### src/rtl/vblank_sched_pkg.sv
// vblank_sched_pkg
// Shared types and constants for the vblank update scheduler.
//   sched_state_t : scheduler FSM state encoding
//   DEF_*         : default parameter values
//   MAX_REQ/IDX_W : widest supported requester count and its index width
//   rr_next_idx() : round-robin search, first set bit of mask at or after ptr
package vblank_sched_pkg;

  typedef enum logic [1:0] {
    IDLE    = 2'd0,
    WAIT_VB = 2'd1,
    SCAN    = 2'd2,
    GRANT   = 2'd3
  } sched_state_t;

  localparam int unsigned DEF_NUM_REQ       = 4;
  localparam int unsigned DEF_GRANT_TIMEOUT = 64;
  localparam int unsigned DEF_MIN_SLACK     = 8;
  localparam int unsigned MAX_REQ           = 8;
  localparam int unsigned IDX_W             = 3;

  // Bits at or above n are never considered; ptr is expected to be below n.
  function automatic logic [IDX_W-1:0] rr_next_idx(
    input logic [MAX_REQ-1:0] mask,
    input logic [IDX_W-1:0]   ptr,
    input int unsigned        n
  );
    logic [IDX_W-1:0] idx;
    logic             found;
    int unsigned      j;
    idx   = '0;
    found = 1'b0;
    for (int unsigned i = 0; i < MAX_REQ; i++) begin
      j = 32'(ptr) + i;
      if (j >= n) j = j - n;
      if ((i < n) && !found && mask[j[IDX_W-1:0]]) begin
        idx   = j[IDX_W-1:0];
        found = 1'b1;
      end
    end
    return idx;
  endfunction

endpackage

### src/rtl/vblank_update_scheduler_rr_pick.sv
// rr_pick
// Combinational round-robin picker.
//   i_pending : requests still eligible this frame
//   i_ptr     : index with highest priority
//   o_onehot  : one-hot of the chosen requester (zero when nothing pending)
//   o_idx     : index of the chosen requester
//   o_valid   : at least one pending request
module rr_pick
  import vblank_sched_pkg::*;
#(
  parameter int unsigned NUM_REQ = DEF_NUM_REQ
) (
  input  logic [NUM_REQ-1:0] i_pending,
  input  logic [IDX_W-1:0]   i_ptr,
  output logic [NUM_REQ-1:0] o_onehot,
  output logic [IDX_W-1:0]   o_idx,
  output logic               o_valid
);

  logic [MAX_REQ-1:0] w_mask;

  always_comb begin
    w_mask                = '0;
    w_mask[NUM_REQ-1:0]   = i_pending;
  end

  assign o_idx    = rr_next_idx(w_mask, i_ptr, NUM_REQ);
  assign o_valid  = |i_pending;
  assign o_onehot = o_valid ? (NUM_REQ'(1) << o_idx) : '0;

endmodule

### src/rtl/vblank_update_scheduler.sv
// vblank_update_scheduler
// Hands the per-frame state-update slot to one requester at a time, only
// while the video timer is in vertical blanking.
//
// Ports
//   i_clk            pixel clock
//   i_rst_n          synchronous active-low reset
//   i_frame[31:0]    frame counter; any change starts a new frame window
//   i_in_vblank      high during vertical blanking
//   i_vblank_left    blanking cycles remaining (valid while in vblank)
//   i_req[N-1:0]     level requests, held until granted and done
//   i_done[N-1:0]    one-cycle completion pulse from the granted requester
//   o_grant[N-1:0]   one-hot registered grant
//   o_busy           FSM not idle
//   o_overrun        pulse: window closed / new frame with work unserved
//   o_timeout        pulse: grant force-released by the timer
//   o_overrun_count  (SCHED_STATS_EN) saturating count of overrun pulses
//   o_timeout_count  (SCHED_STATS_EN) saturating count of timeout pulses
//
// Build option: define SCHED_STATS_EN to add the two statistics counters.
//
// state   | meaning
// --------+-------------------------------------------------------------
// IDLE    | frame served or abandoned; waiting for the frame counter
// WAIT_VB | new frame seen; waiting for vertical blanking
// SCAN    | one-cycle decision: grant next, finish, or report overrun
// GRANT   | one requester owns the slot; waiting for done or timeout
module vblank_update_scheduler
  import vblank_sched_pkg::*;
#(
  parameter int unsigned NUM_REQ       = DEF_NUM_REQ,
  parameter int unsigned GRANT_TIMEOUT = DEF_GRANT_TIMEOUT,
  parameter int unsigned MIN_SLACK     = DEF_MIN_SLACK
) (
  input  logic               i_clk,
  input  logic               i_rst_n,
  input  logic [31:0]        i_frame,
  input  logic               i_in_vblank,
  input  logic [15:0]        i_vblank_left,
  input  logic [NUM_REQ-1:0] i_req,
  input  logic [NUM_REQ-1:0] i_done,
  output logic [NUM_REQ-1:0] o_grant,
  output logic               o_busy,
  output logic               o_overrun,
  output logic               o_timeout
`ifdef SCHED_STATS_EN
  ,
  output logic [15:0]        o_overrun_count,
  output logic [15:0]        o_timeout_count
`endif
);

  localparam int unsigned TMR_W = $clog2(GRANT_TIMEOUT + 1);

  sched_state_t       r_state;
  logic [NUM_REQ-1:0] r_grant;
  logic               r_busy;
  logic               r_overrun;
  logic               r_timeout;
  logic [IDX_W-1:0]   r_rr_ptr;
  logic [IDX_W-1:0]   r_cur_ptr;
  logic [IDX_W-1:0]   r_gidx;
  logic [31:0]        r_frame_prev;
  logic [NUM_REQ-1:0] r_served;
  logic [TMR_W-1:0]   r_timer;

  logic [NUM_REQ-1:0] w_pending;
  logic [NUM_REQ-1:0] w_pick_onehot;
  logic [IDX_W-1:0]   w_pick_idx;
  logic               w_pick_valid;
  logic               w_new_frame;
  logic               w_done_hit;
  logic               w_no_slack;
  logic [TMR_W-1:0]   w_timer_dec;
  logic               w_timer_tc;
  logic [IDX_W-1:0]   w_ptr_inc;

  assign w_pending   = i_req & ~r_served;
  assign w_new_frame = (i_frame != r_frame_prev);
  // Only the granted requester's done counts; stray pulses are dropped here.
  assign w_done_hit  = |(i_done & r_grant);
  assign w_no_slack  = !i_in_vblank || (i_vblank_left < 16'(MIN_SLACK));
  assign w_timer_dec = (r_timer == '0) ? '0 : r_timer - 1'b1;
  assign w_timer_tc  = (w_timer_dec == '0);
  assign w_ptr_inc   = (r_rr_ptr == IDX_W'(NUM_REQ - 1)) ? '0 : r_rr_ptr + 1'b1;

  rr_pick #(
    .NUM_REQ (NUM_REQ)
  ) u_rr_pick (
    .i_pending (w_pending),
    .i_ptr     (r_cur_ptr),
    .o_onehot  (w_pick_onehot),
    .o_idx     (w_pick_idx),
    .o_valid   (w_pick_valid)
  );

  // r_cur_ptr is the priority used for the whole current frame; r_rr_ptr is
  // already advanced for the next one, so reset serves index 0 first.
  always_ff @(posedge i_clk) begin
    if (!i_rst_n) begin
      r_state      <= IDLE;
      r_grant      <= '0;
      r_busy       <= 1'b0;
      r_overrun    <= 1'b0;
      r_timeout    <= 1'b0;
      r_rr_ptr     <= '0;
      r_cur_ptr    <= '0;
      r_gidx       <= '0;
      r_frame_prev <= i_frame;
      r_served     <= '0;
      r_timer      <= '0;
    end else begin
      r_overrun <= 1'b0;
      r_timeout <= 1'b0;
      if (w_new_frame) begin
        // A frame change always restarts the window, whatever was in flight.
        r_frame_prev <= i_frame;
        r_served     <= '0;
        r_grant      <= '0;
        r_cur_ptr    <= r_rr_ptr;
        r_rr_ptr     <= w_ptr_inc;
        r_state      <= WAIT_VB;
        r_busy       <= 1'b1;
        if (r_state != IDLE) r_overrun <= |w_pending;
      end else begin
        case (r_state)
          IDLE: begin
            r_busy <= 1'b0;
          end
          WAIT_VB: begin
            if (i_in_vblank) r_state <= SCAN;
          end
          SCAN: begin
            if (!w_pick_valid) begin
              r_state <= IDLE;
              r_busy  <= 1'b0;
            end else if (w_no_slack) begin
              r_overrun <= 1'b1;
              r_state   <= IDLE;
              r_busy    <= 1'b0;
            end else begin
              r_grant <= w_pick_onehot;
              r_gidx  <= w_pick_idx;
              r_timer <= TMR_W'(GRANT_TIMEOUT);
              r_state <= GRANT;
            end
          end
          GRANT: begin
            // done wins over a simultaneous timer expiry
            if (w_done_hit || w_timer_tc) begin
              r_timeout <= !w_done_hit;
              r_served  <= r_served | (NUM_REQ'(1) << r_gidx);
              r_grant   <= '0;
              r_state   <= SCAN;
            end else begin
              r_timer <= w_timer_dec;
            end
          end
          default: begin
            r_state <= IDLE;
            r_grant <= '0;
            r_busy  <= 1'b0;
          end
        endcase
      end
    end
  end

  assign o_grant   = r_grant;
  assign o_busy    = r_busy;
  assign o_overrun = r_overrun;
  assign o_timeout = r_timeout;

`ifdef SCHED_STATS_EN
  logic [15:0] r_overrun_count;
  logic [15:0] r_timeout_count;

  always_ff @(posedge i_clk) begin
    if (!i_rst_n) begin
      r_overrun_count <= '0;
      r_timeout_count <= '0;
    end else begin
      if (r_overrun && (r_overrun_count != 16'hFFFF))
        r_overrun_count <= r_overrun_count + 1'b1;
      if (r_timeout && (r_timeout_count != 16'hFFFF))
        r_timeout_count <= r_timeout_count + 1'b1;
    end
  end

  assign o_overrun_count = r_overrun_count;
  assign o_timeout_count = r_timeout_count;
`endif

endmodule

### config.mk
export PLATFORM = sky130hd
export DESIGN_NAME = vblank_update_scheduler
export DESIGN_NICKNAME = d
export VERILOG_FILES = /design/src/rtl/vblank_sched_pkg.sv /design/src/rtl/vblank_update_scheduler_rr_pick.sv /design/src/rtl/vblank_update_scheduler.sv
export SDC_FILE = /design/constraint.sdc
export NUM_CORES = 1
export LEC_CHECK = 0
export CORE_ASPECT_RATIO = 0.8
export CORE_MARGIN = 3
export CORE_UTILIZATION = 45
export CTS_CLUSTER_DIAMETER = 30
export DETAILED_ROUTE_END_ITERATION = 16
export PLACE_DENSITY_LB_ADDON = 0.15
export SYNTH_ARGS = -nofsm -noshare
export SYNTH_HDL_FRONTEND = slang
export SYNTH_HIERARCHICAL = 1
export SYNTH_SLANG_ARGS = --single-unit
### constraint.sdc
create_clock -name i_clk -period 3.1 [get_ports i_clk]
set_input_delay 0.62 -clock i_clk [delete_from_list [all_inputs] [get_ports i_clk]]
set_output_delay 0.62 -clock i_clk [all_outputs]
set_load 0.03 [all_outputs]
After elaboration in Yosys (flattened, before gate mapping). Cells that the tools add are included.

Register bits: 61. Bits in latches: 0. Bits in writable memories: 0. ROM bits: 0. Bits of input ports: 59. Output and inout bits: 7. Word-level logic and storage cells: 130. Memories: 0.

Add/subtract/negate cells: 9. Multipliers: 0. Div/mod/pow operators: 0. Order comparisons: 9. Eq/ne operators: 14. Shifts and indexed selects: 2. Muxes and demuxes: 46. Bitwise logic cells: 9. Reduce and logical (&&, ||, !) cells: 29.

Operators with widths (number): 2-to-1 mux 32 bit (2); != test 32 bit (1); 2-to-1 mux 7 bit (4); 2-to-1 mux 3 bit (9); less-than comparator 16 x 4 -> 1 bit, second input constant (1); less-than comparator 3 x 4 -> 1 bit, second input constant (4); 2-to-1 mux 1 bit (16); logical NOT 7 bit (2); case mux 7 bit (2 select lines) (1); binary-select mux 1 bit (select 3 bit) (4); greater-or-equal comparator 4 x 3 -> 1 bit, second input constant (3); 2-to-1 mux 4 bit (3); OR reduction 4 bit (3); subtractor 3 bit, second input constant (4); != test 2 bit, second input constant (5); adder 3 x 2 -> 4 bit, second input constant (2); AND 4 bit (2); 2-to-1 mux 2 bit (4); case mux 4 bit (2 select lines) (1); AND reduction 4 bit (2); << shifter 1 x 3 -> 4 bit, first input constant (2); subtractor 7 x 1 -> 7 bit, second input constant (1); != test 3 bit, second input constant (2); case mux 2 bit (3 select lines) (1); other kinds (23) (39).

Logic depth before layout (Yosys ltp).
Depth after elaboration: 18. Depth in mapped cells: 11. Mapped depth without buffers: 9.

Modules after synthesis. Netlist, hierarchy kept.

Modules (own cells, without submodules): vblank_update_scheduler (times used 1, cells each 267, area an instance 2917.8 µm², seq. area each 1541.5 µm²); rr_pick (times used 1, cells each 47, area an instance 365.4 µm², seq. area each 0.0 µm²).

Worst setup path before layout. Ideal clock, no wire load.

Path kind: flip-flop to flip-flop. From: register r_cur_ptr[1]. To: register r_grant[2] (netlist: o_grant[2]). Library setup time: 0.065 ns. Data arrival time: 2.372 ns. Data required time: 3.035 ns. Path slack: 0.663 ns. Cell stages (with the launch flop): 12. Buffers on the path: 2. Clock period less this slack: 2.437 ns. Cell sequence: dfxtp_1 > clkbuf_1 > inv_1 > ha_1 > buf_6 > mux2_4 > a21o_1 > and2_1 > o31a_1 > nor3_2 > a22oi_1 > nor2_1.

Longest elaborated chain between the ends: 18. Elaborated cells between the ends (all ways): 40. Classes of those cells: add/sub: 7; order compare: 4; shift: 1; mux: 22; reduce/logical: 6.

RTL lines: start: declaration (RTL line vblank_update_scheduler.sv:61) `logic [IDX_W-1:0] r_cur_ptr;`; start signal: assignment (RTL line vblank_update_scheduler.sv:120) `r_cur_ptr <= r_rr_ptr;`; parallel branches: the longest is 13 deep, another holds adder 3 x 1 -> 4 bit; 2-to-1 mux 3 bit * (RTL line vblank_sched_pkg.sv:36) `if ((i < n) && !found && mask[j[IDX_W-1:0]]) begin`; << shifter 1 x 3 -> 4 bit * (RTL line vblank_update_scheduler_rr_pick.sv:29) `assign o_onehot = o_valid ? (NUM_REQ'(1) << o_idx) : '0;`; net w_pick_onehot[2] (RTL line vblank_update_scheduler.sv:68) `logic [NUM_REQ-1:0] w_pick_onehot;`; 2-to-1 mux 4 bit * (RTL line vblank_update_scheduler.sv:137) `end else if (w_no_slack) begin`; 2-to-1 mux 4 bit * (RTL line vblank_update_scheduler.sv:134) `if (!w_pick_valid) begin`; case mux 4 bit (2 select lines) * (RTL line vblank_update_scheduler.sv:126) `case (r_state)`; end signal: assignment (RTL line vblank_update_scheduler.sv:142) `r_grant <= w_pick_onehot;`; end: declaration (RTL line vblank_update_scheduler.sv:56) `logic [NUM_REQ-1:0] r_grant;`.

Mark *: on every way through the listed nets, which the timed path passes. The select of a mux whose other input is x is not followed. A chain may end at the register's enable or synchronous reset.

Worst setup path after layout. Same ends and word-level chain as after synthesis.

==> flow_summary_export.csv <==
group,metric,value,unit
logic_synthesis,async_flop_share,0,%
clock_tree,cts.clk_slew.worst_paths,0.07,ns
finish,layout_common_cells,"clkdlybuf4s50_1 (62), xnor2_1 (33), edfxtp_1 (32)",
critical_path,path_class,"reg2reg",
global_routing,grt_usage,18.4,%
drt,postRouteAntennaNets,0,
critical_path,timing.critical_path.buf_inv,1,
sta,max_slew_margin,65.2,%
drt,routed-via-count,2563,
logic_synthesis,ys.flop_type,"edfxtp_1",
drt,drtIter0Drc,108,
logic_synthesis,ys_seq_elements,61,
logic_synthesis,synthesis.area,0.00328,mm^2
die,ios,66,
logic_synthesis,syn_avg_cell_area,10.5,um^2
place,port_buffers,62,
finish,final_common_cell,"clkdlybuf4s50_1",
critical_path,startpoint,"r_cur_ptr[1]$_SDFFE_PN0P_",
global_routing,grt_pass1_vias,2456,
global_routing,antenna_found_initial,0,
critical_path,slowest_stage,"dfxtp_1",
die,start_util,46.9,%
sta,setup_violations,0,
pwr,p_total,2.01,mW
finish,nFillCells,594,
critical_path,worstPathCellList,"inv_1, ha_1, mux2_4, a21o_1, and2_1, o31a_1, nor3_2, a22oi_1, nor2_1",
drt,highest_layer,"met4",
sta,rsz0062_at_grt,"no",
clock_tree,ctsHoldBuffers,0,
logic_synthesis,synth_area_leaders,"edfxtp_1 (29%), dfxtp_1 (18%), xnor2_1 (8.8%)",
critical_path,end_kind,"flip-flop",
critical_path,crit_fanout,10,
sta,fin_crit_sh,84.8,%
worst_hold_path,hold_class,"reg2reg",
logic_synthesis,syn_nets,383,
sta,hold_viol,0,
clock_tree,cts.sinks,61,
die,dieArea,0.00836,mm^2
pwr,p_leak,1.53,nW
sta,tightestPinTransition,0.517,ns
finish,final_cells,474,
sta,finClkSkew,0.00971,ns
critical_path,cp.required,3.38,ns
die,fp-row-count,27,
drt,wl_met1,3600,um
clock_tree,post_cts_buffers,0,
critical_path,path_delay_family,"compound AO/OA/AOI/OAI gates",
run_status,outcome,"finished, final reports clean",
drt,wl,7210,um
finish,finalNetCount,451,
place,hpwl,5520,um
die,die_y,82.4,um
logic_synthesis,yosys.area.top_type_share,29.3,%
clock_tree,clk_latency,0.34,ns
clock_tree,htree_levels,3,
logic_synthesis,synth_edf_count,32,
drt,routedWlPerCell,15.2,um
sta,setup_tns,0,ns
sta,fmax,380,MHz
drt,drc_errors,0,
clock_tree,clk_path_buf_depth,2,
critical_path,critPathArrivalTime,2.91,ns
clock_tree,cts_root_buf,"clkbuf_8",
pwr,ir_drop,339,uV
global_routing,grt_max_degree,37,
pwr,powerDensity,475,mW/mm^2
critical_path,reg2reg_from,"r_cur_ptr[1]$_SDFFE_PN0P_",
worst_hold_path,worstHoldStart,"o_busy$_SDFFE_PN0P_",
global_routing,grt_pass1_wl,11800,um
die,die_w,101,um
clock_tree,cts_tree,"built",
finish,syn_to_final_growth,28.8,%
critical_path,critPathMaxStageDelay,0.53,ns
place,placed_cells,458,
finish,layout-drive-gt1-share,9.04,%
clock_tree,numCtsBuffers,9,
logic_synthesis,synth_top_cell_by_area,"edfxtp_1",
drt,wl_met2,3060,um
drt,via_per_inst,5.41,
sta,fin_crit,2.63,ns
global_routing,grt-ovfl-total,0,
logic_synthesis,seq_area_frac_synth,47.0,%
finish,antenna_cells_inserted,0,
place,gp_congestion,0.884,
drt,drt_first_pass_iters,4,
logic_synthesis,yosys_warnings,6,
flow_run,drv_cap,0,
logic_synthesis,synthDistinctLibCells,61,
critical_path,startpoint_type,"flip-flop",
sta,drv_slew,0,
clock_tree,cts-resized-gates,0,
drt,wl_met3,466,um
die,core,0.00699,mm^2
logic_synthesis,syn_inst,314,
registers in the layout (all words and copies together) (netlist names):
| register | flops |
|---|---|
| o_busy | 1 |
| o_grant | 4 |
| o_overrun | 1 |
| o_timeout | 1 |
| r_cur_ptr | 3 |
| r_frame_prev | 32 |
| r_gidx | 3 |
| r_rr_ptr | 3 |
| r_served | 4 |
| r_state | 2 |
| r_timer | 7 |
cells in the mapped netlist (all sizes together), types with 2 or more instances:
cell type  number
a21o            2
a21oi          17
a22o            2
a22oi           4
a31oi           3
and2            3
and3            2
buf             6
clkbuf          4
dfxtp          29
edfxtp         32
ha             10
inv            12
mux2            2
mux2i          10
nand2          15
nand2b          3
nand3          16
nand4          18
nor2           26
nor2b           5
nor3           11
nor3b           2
nor4            8
o211ai          3
o21a            2
o21ai           6
o22ai           2
o31ai           2
or3             3
xnor2          33
worst reg2reg max path, delay by kind of cell (launching register included):
family	cells	cell delay, ns
AND/OR/NAND/NOR	3	0.48
multiplexers	1	0.34
buffers and inverters	1	0.14
flip-flops	1	0.53
adder cells (fa/ha/maj)	1	0.45
AO/OA/AOI/OAI	3	0.62
report_power, final:
| part | switching (mW) | internal, mW | total [mW] |
|---|---|---|---|
| combinational | 0.122 | 0.146 | 0.268 |
| sequential | 0.0177 | 0.878 | 0.896 |
| clock | 0.317 | 0.530 | 0.847 |
| total | 0.457 | 1.55 | 2.01 |
logic make-up (layout without fill, tap and decap cells):
kind of cell               after synthesis  after routing  synth area share [%]
adders and majority gates               10             10                  3.81
buffers and inverters                   23             96                  3.66
and+or+nand+nor                        118            118                  19.6
other                                    1              1                 0.114
AOI/OAI and AO/OA                       55             55                  12.3
xor gates and xnor gates                33             33                  8.80
muxes                                   13             13                  4.76
DFF                                     61             61                  47.0
worst paths after layout:
| kind | end | slack (ns) | cells after the start |
|---|---|---|---|
| max | o_grant[2]$_SDFFE_PP0P_ | 0.47 | 9 |
| min | o_busy$_SDFFE_PN0P_ | 0.47 | 2 |
| max reg2reg | o_grant[2]$_SDFFE_PP0P_ | 0.47 | 9 |
| min reg2reg | o_busy$_SDFFE_PN0P_ | 0.47 | 2 |
routing by layer:
layer,GRT usage (%),up-vias
li1,-,1306
met1,25.5,1183
met2,27.5,65
met3,5.12,9
met4,6.51,0
met5,0,-
final cells by class:
cell class,instances,area [um^2],area share [%]
sequential,61,1540,36.4
inverter,13,48.8,1.15
clock buffer,9,124,2.93
timing repair buffer,67,671,15.9
tap,87,109,2.57
multi-input combinational,230,1620,38.3
clock inverter,7,114,2.69
metrics by stage:
step,hold WS (ns),utilization (%),worst slack (ns),instance area [um^2]
finish,0.471,60.5,0.472,4230
global placement,0.463,57.1,0.271,3990
global route,0.498,60.5,0.280,4230
detailed placement,0.462,57.1,0.241,3990
floorplan,0.437,-,0.663,3280
CTS,0.475,60.5,0.487,4230
No activity file was read; power rests on OpenSTA's default activity.
